===== config.mk =====
export PLATFORM = sky130hd
export DESIGN_NAME = serial_bit_feeder
export DESIGN_NICKNAME = d
export VERILOG_FILES = /design/src/rtl/serial_feeder_pkg.sv /design/src/rtl/serial_feeder_cnt.sv /design/src/rtl/serial_bit_feeder.sv
export SDC_FILE = /design/constraint.sdc
export NUM_CORES = 1
export LEC_CHECK = 0
export ABC_AREA = 1
export CAP_MARGIN = 30
export CORE_ASPECT_RATIO = 1.1
export CORE_MARGIN = 4
export CORE_UTILIZATION = 51
export CTS_CLUSTER_DIAMETER = 120
export DETAILED_ROUTE_END_ITERATION = 10
export PLACE_DENSITY = 0.79
export SLEW_MARGIN = 20
export SYNTH_ARGS = -nofsm -noshare
export SYNTH_HDL_FRONTEND = slang
export SYNTH_SLANG_ARGS = --single-unit
export TNS_END_PERCENT = 100

===== constraint.sdc =====
create_clock -name clk -period 1.7 [get_ports clk]
set_input_delay 0.34 -clock clk [delete_from_list [all_inputs] [get_ports clk]]
set_output_delay 0.34 -clock clk [all_outputs]
set_load 0.01 [all_outputs]

===== src/rtl/serial_feeder_pkg.sv =====
// serial_feeder_pkg: shared types and constants for the serial bit feeder.
// Optional feature macro used by the feeder top: SERIAL_FEEDER_PAUSE_EN.
package serial_feeder_pkg;

    localparam int FEEDER_DEFAULT_WIDTH = 20;

    typedef enum logic [0:0] {
        IDLE  = 1'b0,
        SHIFT = 1'b1
    } feeder_state_t;

endpackage


===== src/rtl/serial_feeder_cnt.sv =====
// serial_feeder_cnt: modulo-WIDTH bit counter for the feeder.
// clr has priority over en; term flags the final bit position (WIDTH-1).
module serial_feeder_cnt
    import serial_feeder_pkg::*;
#(
    parameter int WIDTH = FEEDER_DEFAULT_WIDTH,
    parameter int CNT_W = $clog2(WIDTH)
) (
    input  logic clk,
    input  logic rst,
    input  logic clr,
    input  logic en,
    output logic term
);

    localparam logic [CNT_W-1:0] LAST_VAL = CNT_W'(WIDTH - 1);

    logic [CNT_W-1:0] cnt;

    assign term = (cnt == LAST_VAL);

    // Count advancing bits, wrapping to 0 after the last position.
    always_ff @(posedge clk or negedge rst) begin
        if (!rst) begin
            cnt <= '0;
        end else if (clr) begin
            cnt <= '0;
        end else if (en) begin
            cnt <= term ? '0 : cnt + 1'b1;
        end
    end

endmodule


===== src/rtl/serial_bit_feeder.sv =====
// serial_bit_feeder: accepts a WIDTH-bit word and sends it LSB-first on x,
// one bit per clock, streaming consecutive words with no idle gap.
// Optional macro SERIAL_FEEDER_PAUSE_EN adds a pause input that freezes shifting.
//
// Handshake: a word transfers on a rising edge where load_valid and
// load_ready are both high. load_ready depends only on registered state
// (and pause when enabled), never on load_valid. A source that sees
// load_ready low must hold load_valid and load_data steady until accepted.
module serial_bit_feeder
    import serial_feeder_pkg::*;
#(
    parameter int WIDTH = FEEDER_DEFAULT_WIDTH,
    parameter int CNT_W = $clog2(WIDTH)
) (
    input  logic             clk,
    input  logic             rst,
    input  logic [WIDTH-1:0] load_data,
    input  logic             load_valid,
`ifdef SERIAL_FEEDER_PAUSE_EN
    input  logic             pause,
`endif
    output logic             load_ready,
    output logic             x,
    output logic             x_valid,
    output logic             done,
    output logic             busy
);

    feeder_state_t    state;
    logic [WIDTH-1:0] shreg;
    logic             paused;
    logic             advance;
    logic             last;
    logic             term;
    logic             transfer;

`ifdef SERIAL_FEEDER_PAUSE_EN
    assign paused = pause;
`else
    assign paused = 1'b0;
`endif

    assign advance    = (state == SHIFT) && !paused;
    assign last       = advance && term;
    assign load_ready = (state == IDLE) || last;
    assign transfer   = load_valid && load_ready;

    assign x       = shreg[0];
    assign x_valid = advance;
    assign done    = last;
    assign busy    = (state == SHIFT);

    // A fresh word always restarts the count; otherwise the counter wraps
    // to 0 by itself on the last bit.
    serial_feeder_cnt #(
        .WIDTH (WIDTH),
        .CNT_W (CNT_W)
    ) u_cnt (
        .clk  (clk),
        .rst  (rst),
        .clr  (transfer),
        .en   (advance),
        .term (term)
    );

    // State and shift register: load on transfer, drain to IDLE after the
    // last bit, otherwise shift right with zero fill while advancing.
    always_ff @(posedge clk or negedge rst) begin
        if (!rst) begin
            state <= IDLE;
            shreg <= '0;
        end else if (transfer) begin
            state <= SHIFT;
            shreg <= load_data;
        end else if (last) begin
            state <= IDLE;
            shreg <= '0;
        end else if (advance) begin
            shreg <= {1'b0, shreg[WIDTH-1:1]};
        end
    end

endmodule


[Word-level counts from Yosys, hierarchy flattened]
Cells that the tools add are included.
Cells by class
  reduce and logical (&&, ||, !) cells: 6
  muxes and demuxes: 8
  bitwise operators: 1
  add/sub/neg operators: 1
  equality and inequality tests: 1
Operators by type and width (number)
  20-bit two-way mux: 3
  5-bit two-way mux: 3
  5-bit by 1-bit adder with 5-bit output, second input constant: 1
  5-bit equality test, second input constant: 1
  2-bit nonzero test: 2
  3-bit nonzero test: 1
  1-bit logical AND: 2
  1-bit two-way mux: 2
  1-bit logical OR: 1
  1-bit NOT: 1
Word-level totals
  input bits: 23
  output and inout bits: 5
  bits in registers: 26
  logic and storage cells: 20

[Longest topological paths before layout]
Gate-level depths: netlist of run 1.
  word-level depth: 5
  depth in mapped cells: 9
  gate-level depth less buffers: 8

[Hierarchy]
A second synthesis of run 1 with hierarchy kept.
Unflattened totals
  cells, all modules: 200
  area, all modules: 1497.7 um^2
By module, submodules not included
  serial_bit_feeder: seq. area each 525.5 um^2, area each 1207.4 um^2, instances 1, cells each 161
  serial_feeder_cnt: seq. area each 125.1 um^2, area each 290.3 um^2, instances 1, cells each 39

[Worst setup path after synthesis of run 1]
Ideal clock, no wire load.
  path kind: reg2out
  start point: register u_cnt.cnt[0]
  end point: output done
  cell stages (with the launch flop): 7
  required time: 1.360 ns
  setup slack: 0.300 ns
  arrival: 1.060 ns
  cells stage by stage: dfrtp_1 > ha_1 > nand2_1 > inv_1 > nand2_2 > buf_4 > nor2_1
On the way
  longest elaborated chain between the ends: 2
Ends and longest elaborated chain
  from (decl): RTL line serial_feeder_cnt.sv:18  | logic [CNT_W-1:0] cnt;
  from (signal assigned): RTL line serial_feeder_cnt.sv:29  | cnt <= term ? '0 : cnt + 1'b1;
  5-bit equality test: RTL line serial_feeder_cnt.sv:20  | assign term = (cnt == LAST_VAL);
  1-bit logical AND: RTL line serial_bit_feeder.sv:44  | assign last = advance && term;
  to (decl): RTL line serial_bit_feeder.sv:25  | output logic done,
No other way between the ends.

[Worst setup path in the final report of run 1]
  start point: register u_cnt.cnt[1]
  end point: output done
Same word-level chain as after synthesis.

==> run metrics, run 1 <==
clk sinks 26; Seq/Total Area, Yosys 46.1%; slew at the pin closest to its max-slew limit 328 ps; Syn-to-layout area delta 27.4%; Die W 58.2 um; Seq cells post-synth 26; mux cell area share after synthesis 0%; Max Cap Viol 0; simple-gate portion of the synthesized area 30.5%; Top Layer Used met4; diodes inserted 0; Fin. Hold Viols 0; warnings from Yosys 0; status completed; hold buffer count at cts 0; Slew headroom 78.1%; Worst R2R Setup Slack 160 ps; Adder-Cell Fraction of Synth Area 0.886%; final setup fails 0; max-slew violations 0; Switching Share 38.3%; CP Class reg2out; leak pwr 0.929 nW; Synth cell types 19; area of the die 3680 um^2; worst reg2reg startpoint u_cnt.cnt[1]; Hold Crit Class in2async; Worst Slack Setup Final 35.3 ps; antenna violations before repair 0; initial core utilization 55.0%; Clock power frac 11.9%; Cell Pwr Density 1470 nW/um^2; hpwl dp 2020 um; Tcrit/Tclk final 97.9%; Num CTS Buffers 3; FMAX 601 MHz; DRT Wirelength 3140 um; Critical Path Start Type flip-flop; number of global-route vias before repair 1,182; Switch Pwr 1.01 mW; die span in y 63.2 um; Tot GR Track Use 17.6%; P_int 1.63 mW; fillers 217; clk buf depth 2; Synth Area in Compound Gates 8.15%; # rows 19; Vias 1,289; met1 wire length 1410 um; CTS tree built; met2 wire length 1550 um; CP arrival 1320 ps; Post-Place Cells 241; gr ovfl total 0; Yosys top cell by area dfrtp_1; non-filler cells, final 249; global-route wire length before repair 5140 um; GPL Wtd Cong 0.809; Iter 0 DRT Violations 43; Avg Cell Area, Syn 7.68 um^2; IO Pins 28; # port buffers 27; Worst IR Drop VDD 1270 uV; Logic pwr share 48.6%; largest net degree at the start of global routing 40; Fin Clk Skew 7.06 ps; htree depth 1; Post-DRT Antenna Nets 0; Flop pwr share 39.4%; metal3 WL 162 um; setup slack at placement 11.2 ps; Setup crit end kind output port; Period minus WS final 1660 ps; Critical Path RT 1360 ps; layout cells sized above 1 14.2%; DR DRC count 0; Wirelength per Cell 12.6 um; Hold WS 367 ps; Setup TNS Final 0 ps; CORE AREA 2570 um^2; # nets final 243; main combinational cell family by area after synthesis simple AND/OR/NAND/NOR gates; Pre-antenna DRT Iters 4; dominant cells by area after synthesis dfrtp_1 46%, nand3_1 15%, nand2_1 8.0%; Syn Std Cell Area 1410 um^2; clock root buffer clkbuf_4; Synth Area in XOR/XNOR 1.86%; crit-path max FO 3; Skew-Pair Late Insertion Delay 320 ps; unrepaired setup endpoints after global routing yes; syn_nets 208; Vias/cell 5.18; Clk pin slew, worst setup/hold paths 140 ps; cell count after synthesis 184; CP Launch Point u_cnt.cnt[1]; top cell type's share of synthesized area 46.1%
[final timing paths]
| check | endpoint | cells after the start |
|---|---|---|
| setup / recovery | done | 6 |
| min in group clk | shreg[19] | 2 |
| max in group asynchronous | busy | 2 |
| hold reg to reg | shreg[19] | 2 |
| hold / removal | shreg[17] | 2 |
| setup reg to reg | shreg[15] | 10 |
[per-stage QoR]
step	util, %	area, um^2	power, mW
2_1_floorplan	-	1410	1.88
3_3_place_gp	67.3	1730	2.20
3_5_place_dp	67.3	1730	2.27
4_1_cts	69.1	1770	2.61
5_1_grt	70.1	1800	2.88
6_report	70.1	1800	2.64
[flip-flops by register name, indices dropped and copies added, names as in the netlist]
| register | count |
|---|---|
| busy | 1 |
| shreg | 20 |
| u_cnt.cnt | 5 |
[synth_stat cells]
library cell and number:
inv_2 1, nand2_2 1, nand2_1 30, a21oi_1 19, xnor2_1 1, buf_2 4, nor2_1 21, dfrtp_1 26
o21ai_1 2, o21ai_0 2, inv_1 21, nand2_4 1, nor2_4 1, clkbuf_1 2, ha_1 1, nand3_1 42
buf_4 3, buf_6 4, xor2_1 2
[power by group through the flow]
| stage | registers (mW) | clock network (mW) | logic, mW |
|---|---|---|---|
| after global placement | 1.05 | 0 | 1.15 |
| final | 1.04 | 0.314 | 1.28 |
| after global routing | 1.07 | 0.354 | 1.45 |
| after detailed placement | 1.06 | 0 | 1.21 |
| after CTS | 1.03 | 0.323 | 1.26 |
| after floorplan | 1.06 | 0 | 0.821 |
[cells in the final DEF, fill, tap and decap left out, drive strengths merged, types with 2 or more instances in the layout]
master,n
clkdlybuf4s50,25
nor2,22
clkbuf,4
a21oi,19
nand3,42
nand2,32
inv,22
xor2,2
buf,18
dfrtp,26
o21ai,4
[logic make-up (layout without fill, tap and decap cells)]
family | after synthesis | in the layout
simple gates | 96 | 96
buf+inv | 35 | 69
flops | 26 | 26
compound gates | 23 | 23
xor+xnor | 3 | 3
fa+ha+maj | 1 | 1
[metal layers]
layer,GRT usage (%),up-vias
met1,22.7,607
met5,0,-
met3,2.65,2
li1,-,653
met2,29.5,27
met4,6.38,0
[worst max-delay path, stage by stage, from the launching register on]
cell	delay (ps)
dfrtp_1	380
ha_2	200
nand2_2	60
inv_2	70
nand2_4	60
nor2_2	110
buf_2	130
[area by class of cell]
class                           instances  area [um^2]  share of cell area (%)
Sequential cell                        26          652                    36.2
Timing Repair Buffer                   43          393                    21.8
Clock buffer                            4         36.3                    2.02
Inverter                               22         82.6                    4.59
Multi-Input combinational cell        123          597                    33.2
Tap cell                               31         38.8                    2.16
[timing repair]
item                                    CTS  global route
pin swaps                                 0             2
gates resized for setup                  10             4
endpoints found under the setup margin    4             2
setup buffers                             2             2
Note: power is estimated with default switching activity, not from simulation.
==> run 2: changes to the inputs <==
--- a/config.mk
+++ b/config.mk
@@ -12,6 +12,7 @@
 export CORE_UTILIZATION = 51
 export CTS_CLUSTER_DIAMETER = 120
 export DETAILED_ROUTE_END_ITERATION = 10
+export HOLD_SLACK_MARGIN = 0.06
 export PLACE_DENSITY = 0.79
 export SLEW_MARGIN = 20
 export SYNTH_ARGS = -nofsm -noshare
==> results of run 2 <==
The final DEF is identical to that of run 1; final timing and power are the same.
